File: config.mk
export PLATFORM = sky130hd
export DESIGN_NAME = instruction_fetch_unit
export DESIGN_NICKNAME = d
export VERILOG_FILES = /design/src/rtl/fetch_pkg.sv /design/src/rtl/fetch_buffer.sv /design/src/rtl/instruction_fetch_unit.sv
export SDC_FILE = /design/constraint.sdc
export NUM_CORES = 1
export LEC_CHECK = 0
export CORE_MARGIN = 10
export CORE_UTILIZATION = 49
export DETAILED_ROUTE_END_ITERATION = 8
export PLACE_DENSITY = 0.83
export SLEW_MARGIN = 20
export SYNTH_ARGS = -nofsm -noshare
export SYNTH_HDL_FRONTEND = slang
export SYNTH_HIERARCHICAL = 1
export SYNTH_SLANG_ARGS = --single-unit
File: constraint.sdc
create_clock -name clk -period 6.2 [get_ports clk]
set_clock_uncertainty 0.05 [all_clocks]
set_input_delay 0.62 -clock clk [delete_from_list [all_inputs] [get_ports clk]]
set_output_delay 0.62 -clock clk [all_outputs]
set_load 0.01 [all_outputs]
File: src/rtl/fetch_pkg.sv
// fetch_pkg: shared constants, index-width helper and buffer entry type for the instruction fetch unit
package fetch_pkg;
    localparam int XLEN = 32;
    localparam logic [XLEN-1:0] TEXT_BASE_DEF = 32'h0040_0000;
    localparam logic [XLEN-1:0] RESET_PC_DEF = 32'h0040_0000;
    localparam logic [XLEN-1:0] PC_STEP = 32'd4;

    function automatic int idx_width(input int depth);
        return $clog2(depth);
    endfunction

    typedef struct packed {
        logic [XLEN-1:0] pc;
        logic [XLEN-1:0] instruction;
    } fetch_entry_t;
endpackage

File: src/rtl/fetch_buffer.sv
// fetch_buffer: synchronous FIFO of fetched {pc, instruction} entries with flush, occupancy and full/empty flags
module fetch_buffer
    import fetch_pkg::*;
#(
    parameter int DEPTH = 2,
    localparam int PW = $clog2(DEPTH),
    localparam int CW = $clog2(DEPTH + 1)
)(
    input  logic         clk,
    input  logic         reset,
    input  logic         flush,
    input  logic         push,
    input  logic         pop,
    input  fetch_entry_t push_data,
    output fetch_entry_t head,
    output logic [CW-1:0] count,
    output logic         full,
    output logic         empty
);
    fetch_entry_t mem [DEPTH];
    logic [PW-1:0] wr_ptr, rd_ptr;

    always_ff @(posedge clk or negedge reset) begin
        if (!reset) begin
            wr_ptr <= '0;
            rd_ptr <= '0;
            count  <= '0;
        end else if (flush) begin
            wr_ptr <= '0;
            rd_ptr <= '0;
            count  <= '0;
        end else begin
            if (push) wr_ptr <= wr_ptr + 1'b1;
            if (pop) rd_ptr <= rd_ptr + 1'b1;
            count <= count + CW'(push) - CW'(pop);
        end
    end

    always_ff @(posedge clk) begin
        if (push && !flush) mem[wr_ptr] <= push_data;
    end

    assign head  = mem[rd_ptr];
    assign full  = count == CW'(DEPTH);
    assign empty = count == '0;
endmodule

File: src/rtl/instruction_fetch_unit.sv
// instruction_fetch_unit: PC owner issuing program-memory reads and handing buffered instructions to decode.
// Define FETCH_PERF_CNT_EN to add saturating fetched/stall performance counters.
module instruction_fetch_unit
    import fetch_pkg::*;
#(
    parameter int DATA_WIDTH = XLEN,
    parameter int MEMORY_DEPTH = 64,
    parameter logic [DATA_WIDTH-1:0] TEXT_BASE = TEXT_BASE_DEF,
    parameter logic [DATA_WIDTH-1:0] RESET_PC = RESET_PC_DEF,
    parameter int BUF_DEPTH = 2
)(
    input  logic                  clk,
    input  logic                  reset,
    input  logic                  fetch_en_i,
    output logic                  mem_enable_o,
    output logic [DATA_WIDTH-1:0] mem_address_o,
    input  logic [DATA_WIDTH-1:0] mem_instruction_i,
    input  logic                  redirect_valid_i,
    input  logic [DATA_WIDTH-1:0] redirect_pc_i,
    output logic                  instr_valid_o,
    input  logic                  instr_ready_i,
    output logic [DATA_WIDTH-1:0] instr_o,
    output logic [DATA_WIDTH-1:0] instr_pc_o
`ifdef FETCH_PERF_CNT_EN
    ,
    output logic [31:0]           perf_fetched_o,
    output logic [31:0]           perf_stall_o
`endif
);
    localparam int IW = idx_width(MEMORY_DEPTH);
    localparam int CW = $clog2(BUF_DEPTH + 1);

    logic [DATA_WIDTH-1:0] pc, resp_pc, addr_q;
    logic [IW-1:0] idx;
    logic [CW-1:0] occ;
    logic inflight, drop, resp, pop, room, issue, buf_full, buf_empty;
    fetch_entry_t head, entry;

    assign pop   = instr_valid_o & instr_ready_i;
    assign drop  = inflight & redirect_valid_i;
    assign resp  = inflight & ~drop;
    assign room  = buf_full ? pop : int'(occ) + int'(inflight) < BUF_DEPTH + int'(pop);
    assign issue = reset & fetch_en_i & ~redirect_valid_i & room;
    assign idx   = IW'((pc - TEXT_BASE) >> 2);
    assign entry = '{pc: resp_pc, instruction: mem_instruction_i};

    assign mem_enable_o  = issue;
    assign mem_address_o = issue ? DATA_WIDTH'(idx) : addr_q;
    // An empty buffer lets the arriving response fall through to decode in the same cycle.
    assign instr_valid_o = ~buf_empty | resp;
    assign instr_o       = ~buf_empty ? head.instruction : resp ? mem_instruction_i : '0;
    assign instr_pc_o    = ~buf_empty ? head.pc : resp ? resp_pc : '0;

    always_ff @(posedge clk or negedge reset) begin
        if (!reset) begin
            pc       <= RESET_PC;
            resp_pc  <= '0;
            addr_q   <= '0;
            inflight <= 1'b0;
        end else begin
            inflight <= issue;
            if (redirect_valid_i) begin
                pc <= redirect_pc_i & ~DATA_WIDTH'(3);
            end else if (issue) begin
                pc      <= pc + DATA_WIDTH'(PC_STEP);
                resp_pc <= pc;
                addr_q  <= DATA_WIDTH'(idx);
            end
        end
    end

    fetch_buffer #(.DEPTH(BUF_DEPTH)) u_buf (
        .clk       (clk),
        .reset     (reset),
        .flush     (redirect_valid_i),
        .push      (resp & ~(pop & buf_empty)),
        .pop       (pop & ~buf_empty),
        .push_data (entry),
        .head      (head),
        .count     (occ),
        .full      (buf_full),
        .empty     (buf_empty)
    );

`ifdef FETCH_PERF_CNT_EN
    always_ff @(posedge clk or negedge reset) begin
        if (!reset) begin
            perf_fetched_o <= '0;
            perf_stall_o   <= '0;
        end else if (redirect_valid_i) begin
            perf_fetched_o <= '0;
            perf_stall_o   <= '0;
        end else begin
            if (pop && !(&perf_fetched_o)) perf_fetched_o <= perf_fetched_o + 32'd1;
            if (instr_valid_o && !instr_ready_i && !(&perf_stall_o)) perf_stall_o <= perf_stall_o + 32'd1;
        end
    end
`endif
endmodule
=== After elaboration in Yosys (flattened, before gate mapping) ===
Memories as Yosys holds them, arrays and structs flattened.
Index checks and enable logic that the tools add are counted.

* Flip-flop bits (word level): 101
* Input port bits: 69
* Memories: 1
* Bits in writable memories: 128
* Word-level logic and storage cells: 54
* Output and inout port bits: 98

{| class="wikitable"
|+ Memory list
! name !! words !! width !! rd ports !! clocked after Yosys merged registers in !! wr ports !! RTL line !! RTL
|-
| u_buf.mem || 2 || 64 || 1 || 0 || 1 || fetch_buffer.sv:20 || <nowiki>fetch_entry_t mem [DEPTH];</nowiki>
|}

* Equal/unequal tests: 1
* Order comparisons: 1
* Reduce and logical (&&, ||, !) cells: 7
* Mux-type cells: 15
* Add/subtract/negate cells: 8
* Bitwise gates (word level): 14

{| class="wikitable"
|+ Operator list
! cell !! number
|-
| two-way mux 32 bit || 7
|-
| adder 32 x 3 -> 32 bit, second input constant || 1
|-
| bitwise AND 1 bit || 9
|-
| subtractor 8 x 1 -> 8 bit, second input constant || 1
|-
| two-way mux 1 bit || 7
|-
| nonzero test 2 bit || 3
|-
| NOT 1 bit || 4
|-
| adder 2 x 1 -> 3 bit || 1
|-
| adder 2 x 1 -> 3 bit, first input constant || 1
|-
| < comparator 3 bit || 1
|-
| adder 1 bit, second input constant || 2
|-
| adder 2 x 1 -> 2 bit || 1
|-
| equality test 2 bit, second input constant || 1
|-
| logical NOT 2 bit || 1
|-
| two-way mux 2 bit || 1
|-
| AND reduction 2 bit || 1
|-
| subtractor 2 x 1 -> 2 bit || 1
|-
| logical AND 1 bit || 1
|-
| logical NOT 1 bit || 1
|-
| bitwise OR 1 bit || 1
|}

=== Depth between registers and ports, before layout ===
Gate-level depths: netlist (run 1).

* Depth in word-level cells: 11
* Mapped depth: 9
* Depth with buffers taken out: 7

=== Modules after synthesis ===
The synthesis (run 1) kept the hierarchy.

{| class="wikitable"
|+ Modules (own cells, without submodules)
! module !! cells an instance !! seq. area each (um2) !! times used !! area an instance (um2)
|-
| instruction_fetch_unit || 583 || 2328.5 || 1 || 5233.8
|-
| fetch_buffer || 218 || 3943.8 || 1 || 5041.1
|}

=== Worst setup path after synthesis (run 1) ===
No wires, ideal clock.

* Path type: input port to flip-flop
* Start: input redirect_valid_i
* End: memory u_buf/mem[0][0] (netlist bit) (enable)
* Stages on the path: 6
* Data arrival time: 6.278 ns
* Buffers on the path: 2
* Slack: -0.707 ns
* Required time: 5.571 ns
* Setup time: 0.579 ns
* Cell sequence: buf_4 inv_1 buf_1 nand2_1 a21oi_1 nor3b_1

* Longest elaborated chain between the ends: 11
* Elaborated cells between the ends (all ways): 12
* Those cells by class: mux: 2; bitwise: 8; reduce/logical: 2

{| class="wikitable"
|+ Ends and longest elaborated chain
! what !! RTL line !! RTL
|-
| start, declared || instruction_fetch_unit.sv:18 || <nowiki>input logic redirect_valid_i,</nowiki>
|-
| bitwise AND 1 bit || instruction_fetch_unit.sv:40 || <nowiki>assign drop = inflight & redirect_valid_i;</nowiki>
|-
| NOT 1 bit || instruction_fetch_unit.sv:41 || <nowiki>assign resp = inflight & ~drop;</nowiki>
|-
| bitwise AND 1 bit || instruction_fetch_unit.sv:41 ||
|-
| bitwise OR 1 bit || instruction_fetch_unit.sv:50 || <nowiki>assign instr_valid_o = ~buf_empty | resp;</nowiki>
|-
| bitwise AND 1 bit || instruction_fetch_unit.sv:39 || <nowiki>assign pop = instr_valid_o & instr_ready_i;</nowiki>
|-
| bitwise AND 1 bit || instruction_fetch_unit.sv:76 || <nowiki>.push (resp & ~(pop & buf_empty)),</nowiki>
|-
| NOT 1 bit || instruction_fetch_unit.sv:76 ||
|-
| bitwise AND 1 bit || instruction_fetch_unit.sv:76 ||
|-
| logical AND 1 bit (*) || fetch_buffer.sv:40 || <nowiki>if (push && !flush) mem[wr_ptr] <= push_data;</nowiki>
|-
| two-way mux 1 bit (*) || fetch_buffer.sv:40 ||
|-
| two-way mux 1 bit (not written as such) (*) || fetch_buffer.sv:40 ||
|-
| end, declared || fetch_buffer.sv:20 ||
|}

Mark *: on every way between the ends. The rest lies on a longest branch, timed or not.

=== Worst setup path after layout (run 1) ===
* Start: register u_buf.count[0]
* End: output mem_address_o[5]

* Longest elaborated chain between the ends: 9
* Elaborated cells between the ends (all ways): 11
* Those cells by class: add/sub: 2; order compare: 1; eq/ne: 1; mux: 2; bitwise: 4; reduce/logical: 1

{| class="wikitable"
|+ Ends and longest elaborated chain
! what !! RTL line !! RTL
|-
| start, declared || fetch_buffer.sv:16 || <nowiki>output logic [CW-1:0] count,</nowiki>
|-
| start signal, assigned || fetch_buffer.sv:35 || <nowiki>count <= count + CW'(push) - CW'(pop);</nowiki>
|-
| logical NOT 2 bit || fetch_buffer.sv:45 || <nowiki>assign empty = count == '0;</nowiki>
|-
| NOT 1 bit || instruction_fetch_unit.sv:50 ||
|-
| bitwise OR 1 bit || instruction_fetch_unit.sv:50 ||
|-
| bitwise AND 1 bit || instruction_fetch_unit.sv:39 ||
|-
| adder 2 x 1 -> 3 bit || instruction_fetch_unit.sv:42 || <nowiki>assign room = buf_full ? pop : int'(occ) + int'(inflight) < BUF_DEPTH + int'(pop);</nowiki>
|-
| < comparator 3 bit || instruction_fetch_unit.sv:42 ||
|-
| two-way mux 1 bit (*) || instruction_fetch_unit.sv:42 ||
|-
| bitwise AND 1 bit (*) || instruction_fetch_unit.sv:43 || <nowiki>assign issue = reset & fetch_en_i & ~redirect_valid_i & room;</nowiki>
|-
| two-way mux 32 bit (*) || n/a ||
|-
| end, declared || instruction_fetch_unit.sv:16 || <nowiki>output logic [DATA_WIDTH-1:0] mem_address_o,</nowiki>
|}

Marks and branches as above.

==> impl_metrics.yaml, run 1 <==
power_and_ir_drop:
  ir_drop_mv: 0.2400
  p_total_mw: 5.050
  pwr_density_cell_nw_per_um2: 388.8
  p_leak_nw: 5.122
sta:
  tns_ns: 0
  rsz0062_at_grt: "no"
  min_period_ns: 4.934
  fmax_mhz: 202.7
  max_slew_margin_pct: 26.88
  finalMaxSlewViolations: 0
  fin_crit_sh_pct: 79.58
  hold_violations: 0
  tightest_slew_ns: 1.097
  setup_viol: 0
synth:
  syn_avg_cell_area_sq_um: 12.83
  syn-instance-count: 801
  synth-seq-cells: 225
  yosys_warnings: 6
  synth_area_sq_um: 10270
  synthArstFlopShare_pct: 43.11
  synth_flop_cell: "edfxtp_1"
  synth_cell_type_count: 55
  synth_edf_count: 128
  ys_seq_area_share_pct: 61.04
detailed_routing:
  viasPerCell: 5.181
  routed_wl_mm: 22.62
  final_antenna_net_count: 0
  num_vias: 6476
  drc: 0
  drtIter0Drc: 440
  drt_first_pass_iters: 5
  wl_per_cell_microns: 18.09
worst_setup_path:
  regToRegSetupSlack_ns: 2.76
  slowest_delay_ns: 0.68
  slowest_stage: "buf_4"
  startpoint: "u_buf/count[0]"
  crit_chain: "ha_1 > ha_1 > a21o_1 > a21o_1 > nor3_4 > buf_4 > mux2_2 > clkdlybuf4s50_1"
  r2r_end: "addr_q[0]"
  cp-start-kind: "flop"
  timing.rr.start: "u_buf/count[0]"
  cp_data_required_time_ns: 5.53
  critical_path_class: "reg -> out"
  crit_arrival_ns: 4.26
  critPathCaptureType: "primary output"
  reg2regPathDepth: 7
  endpoint: "mem_address_o[5]"
  crit_fanout: 73
die:
  core_sq_um: 20430
  die_y_microns: 164.8
  initial_core_util_pct: 50.29
  pin_count: 167
  die_area_sq_um: 27160
  chipWidth_microns: 164.8
  fp-row-count: 52
clocking:
  ctsHtreeMaxLevel: 1
  path_clk_slew_ns: 0.06
  cts_buffer_depth: 3
  clkLatencyLatePin_ns: 0.50
  cts_tree: "done"
  cts-root-buf: "clkbuf_16"
  numCtsBuffers: 24
  post_cts_resized: 0
  cts_hold_buf: 0
  clkSinkCount: 225
  cts_setup_buffers: 0
place:
  place_area_sq_um: 12150
  gp_congestion: 0.8104
  io_buffers: 164
  dpl.hpwl_mm: 15.00
global_route:
  grt_max_degree: 74
  grt_pass1_wl_mm: 35.87
  grt_pass1_vias: 6649
  grt_overflow: 0
  antenna_found_initial: 0
  grtUsageTotal_pct: 16.26
cells_and_area:
  synthToLayoutAreaGrowth_pct: 26.41
  diodes: 0
  post-route-cell-area_sq_um: 12990
  drive_above_1_share_pct: 18.27
  fill_cells: 1525
  most-common-layout-cells: "162 x clkdlybuf4s50_1, 128 x edfxtp_1, 103 x nand2_1"
  final_common_cell: "clkdlybuf4s50_1"
  fin_nets: 1037
  fin_util_pct: 63.58
flow_run:
  max_cap_viol_count: 0
status:
  outcome: "completed"
worst_hold_path:
  hp-class: "in -> async"
-- power breakdown --
part           internal, mW  switching, mW
clock network         0.938          0.551
logic                 0.835          0.706
registers              1.80          0.216
-- per-stage QoR --
step / setup slack [ns] / hold WS [ns] / std cells
after global routing: 1.005 / 0.2051 / 1250
after detailed placement: 1.713 / 0.4308 / 1207
final: 1.266 / 0.1628 / 1250
after floorplan: 1.569 / 0.2744 / 804
after global placement: 1.254 / 0.4234 / 1206
after CTS: 1.226 / 0.1696 / 1250
-- worst max-delay path: cells and delay by family, from the launching register on --
kind / cells / cell delay, ns
AOI/OAI and AO/OA: 2 / 0.59
adders and majority gates: 2 / 0.56
buffers and inverters: 2 / 1.16
DFF: 1 / 0.43
muxes: 1 / 0.42
and+or+nand+nor: 1 / 0.59
-- worst min-delay path by stage --
stage                       end  slack (ns)
2_1_floorplan         addr_q[0]        0.27
3_3_place_gp   u_buf/mem[0][48]        0.42
3_5_place_dp   u_buf/mem[0][46]        0.43
4_1_cts               addr_q[0]        0.17
5_1_grt               addr_q[0]        0.21
6_report              addr_q[0]        0.16
-- cell usage after synthesis (all sizes together), types with 8 or more instances --
master / n / area [sq um]
nand2: 103 / 386.6
edfxtp: 128 / 3844
clkbuf: 21 / 78.83
nor3: 10 / 61.31
xnor2: 15 / 131.4
nand3: 12 / 60.06
dfrtp: 96 / 2402
nor2: 8 / 30.03
nor2b: 59 / 379.1
o21ai: 76 / 380.4
inv: 68 / 255.2
mux2: 111 / 1438
nand4: 8 / 56.30
buf: 20 / 138.9
-- cell families after synthesis --
logic type	after synthesis	synth area share, %
buffers and inverters	109	4.603
xor gates and xnor gates	21	1.924
muxes	112	14.09
AOI/OAI and AO/OA	103	6.040
adders and majority gates	5	0.6089
other	1	0.03650
DFF	225	61.04
and+or+nand+nor	225	11.65
-- metal layers --
metal / vias up / wire (microns) / global-route usage, %
li1: 3112 / - / -
met1: 3145 / 9987 / 21.75
met2: 203 / 10420 / 26.23
met3: 16 / 2040 / 4.904
met4: 0 / 164 / 2.214
met5: - / 0 / 0
-- cell type report --
type	instances	area [sq um]	share of cell area (%)
clock buffer	26	629.4	4.845
clock inverter	17	211.5	1.628
inverter	68	255.2	1.965
multi-input combinational	470	3562	27.43
sequential	225	6276	48.32
tap	270	337.8	2.601
timing repair buffer	174	1717	13.22
-- registers in the layout, summed over array words and instances, names as in the netlist --
name and count:
u_buf/mem 128, u_buf/wr_ptr 1, addr_q 32, resp_pc 30, u_buf/count 2, pc 30
u_buf/rd_ptr 1, inflight 1
Note: power is estimated with default switching activity, not from simulation.
==> run 2: changes to the inputs <==
CORE_UTILIZATION = 54   (was 49)
PLACE_DENSITY = 0.87   (was 0.83)
clock period = 4.73 ns   (was 6.2 ns; I/O delays follow)
==> impl_metrics.yaml, run 2 (same netlist as run 1, synthesis figures left out) <==
sta:
  hold_violations: 0
  finalMaxSlewViolations: 0
  max_slew_margin_pct: 40.79
  setup_viol: 0
  tns_ns: 0
  fin_crit_sh_pct: 80.91
  fmax_mhz: 261.3
  worst_hold_slack_ns: 0.4076
  rsz0062_at_grt: "no"
  min_period_ns: 3.827
  setup_ws_ns: 0.9030
  tightest_slew_ns: 0.8881
place:
  dpl.hpwl_mm: 14.76
  dp_slack_ns: 1.302
  place_area_sq_um: 12160
  gp_congestion: 0.8122
  io_buffers: 164
  dp.cells: 1176
cells_and_area:
  post-route-cell-area_sq_um: 12880
  diodes: 0
  fin_util_pct: 68.85
  regArea_sq_um: 6276
  multi_input_area_sq_um: 3562
  drive_above_1_share_pct: 17.89
  most-common-layout-cells: "162 x clkdlybuf4s50_1, 128 x edfxtp_1, 103 x nand2_1"
  finalNonFillerCells: 1218
  largest_reg_flops: 128
  fill_cells: 1335
  synthToLayoutAreaGrowth_pct: 25.34
  final_common_cell: "clkdlybuf4s50_1"
  regMostFlops: "u_buf/mem"
  reg.largest.list: "u_buf/mem (128), addr_q (32)"
  fin_nets: 1042
clocking:
  cts-root-buf: "clkbuf_16"
  cts_tree: "done"
  cts_hold_buf: 1
  post_cts_resized: 0
  path_clk_slew_ns: 0.06
  numCtsBuffers: 23
  cts_buffer_depth: 3
  ctsHtreeMaxLevel: 1
  cts_setup_buffers: 0
  clkSinkCount: 225
  clkLatencyLatePin_ns: 0.49
power_and_ir_drop:
  p_sw_mw: 1.877
  p_seq_share_pct: 41.6
  pwr-share-comb_pct: 31.6
  intPower_mw: 4.499
  p_leak_nw: 5.094
  pwr-share-clk_pct: 26.8
  ir_drop_mv: 0.2580
  netSwitchingFraction_pct: 29.44
  pwr_density_cell_nw_per_um2: 495.1
  p_total_mw: 6.376
worst_setup_path:
  startpoint: "u_buf/count[0]"
  cp-start-kind: "flop"
  reg2regPathDepth: 8
  critical_path_class: "reg -> out"
  timing.rr.start: "u_buf/count[0]"
  slowest_stage: "clkdlybuf4s50_1"
  crit_chain: "ha_1 > ha_1 > a21o_1 > a21o_1 > nor3_4 > buf_12 > clkdlybuf4s50_1"
  slowest_delay_ns: 0.58
  crit_fanout: 54
  critPathCaptureType: "primary output"
  cp_data_required_time_ns: 4.21
  regToRegSetupSlack_ns: 1.69
  endpoint: "mem_enable_o"
  crit_arrival_ns: 3.30
  r2r_end: "pc[28]"
flow_run:
  max_cap_viol_count: 0
global_route:
  grt_pass1_vias: 6666
  grt_overflow: 0
  antenna_found_initial: 0
  grt_pass1_wl_mm: 35.22
  grt_max_degree: 67
  grtUsageTotal_pct: 17.48
die:
  chipWidth_microns: 157.9
  initial_core_util_pct: 54.93
  die_area_sq_um: 24950
  fp-row-count: 50
  pin_count: 167
  die_y_microns: 157.9
  core_sq_um: 18710
detailed_routing:
  num_vias: 6489
  viasPerCell: 5.328
  final_antenna_net_count: 0
  drt_first_pass_iters: 5
  drc: 0
  routed_wl_mm: 21.97
  wl_per_cell_microns: 18.04
  drtIter0Drc: 349
worst_hold_path:
  hp-class: "in -> async"
status:
  outcome: "completed"
==> run 2: changes by cell type in the layout (fill, tap and decap cells not counted), moves of 2 or more <==
| cell | delta |
|---|---|
| buf_4 | +4 |
| clkbuf_16 | -2 |
| buf_12 | +2 |
| clkinv_1 | -2 |
| bufinv_16 | -3 |
| clkbuf_1 | +8 |
==> run 2: power groups by stage <==
stage | sequential (mW) | combinational (mW) | clock (mW)
after floorplan | 2.53 | 1.22 | 0
after global routing | 2.69 | 2.18 | 1.84
final | 2.65 | 2.02 | 1.71
after global placement | 2.67 | 2.00 | 0
after CTS | 2.65 | 2.05 | 1.75
after detailed placement | 2.69 | 2.04 | 0
==> run 2: per-layer routing <==
metal	global-route usage (%)	up-vias	share of wire (%)
met5	0	-	0
met4	4.323	0	1.4
met3	5.509	26	9.0
met2	27.20	236	45
met1	23.38	3106	44
li1	-	3121	-
==> run 2: final cells by class <==
class / instances / area share (%)
well taps: 234 / 2.273
flip-flops and latches: 225 / 48.73
inverters: 68 / 1.982
repair buffers: 180 / 13.83
clock inverters: 8 / 0.6801
multi-input cells: 470 / 27.66
clock buffers: 33 / 4.838
==> run 2: critical path, delay by kind of cell, from the launching register on <==
| family | cells | cell delay, ns |
|---|---|---|
| buffers and inverters | 2 | 0.88 |
| DFF | 1 | 0.44 |
| AOI/OAI and AO/OA | 2 | 0.39 |
| adders and majority gates | 2 | 0.52 |
| and+or+nand+nor | 1 | 0.55 |
==> run 2: worst min path at each step <==
stage	start	endpoint
detailed placement	reset	addr_q[29]
finish	reset	addr_q[26]
global placement	reset	addr_q[29]
CTS	reset	addr_q[6]
global route	reset	addr_q[11]
floorplan	reset	addr_q[0]
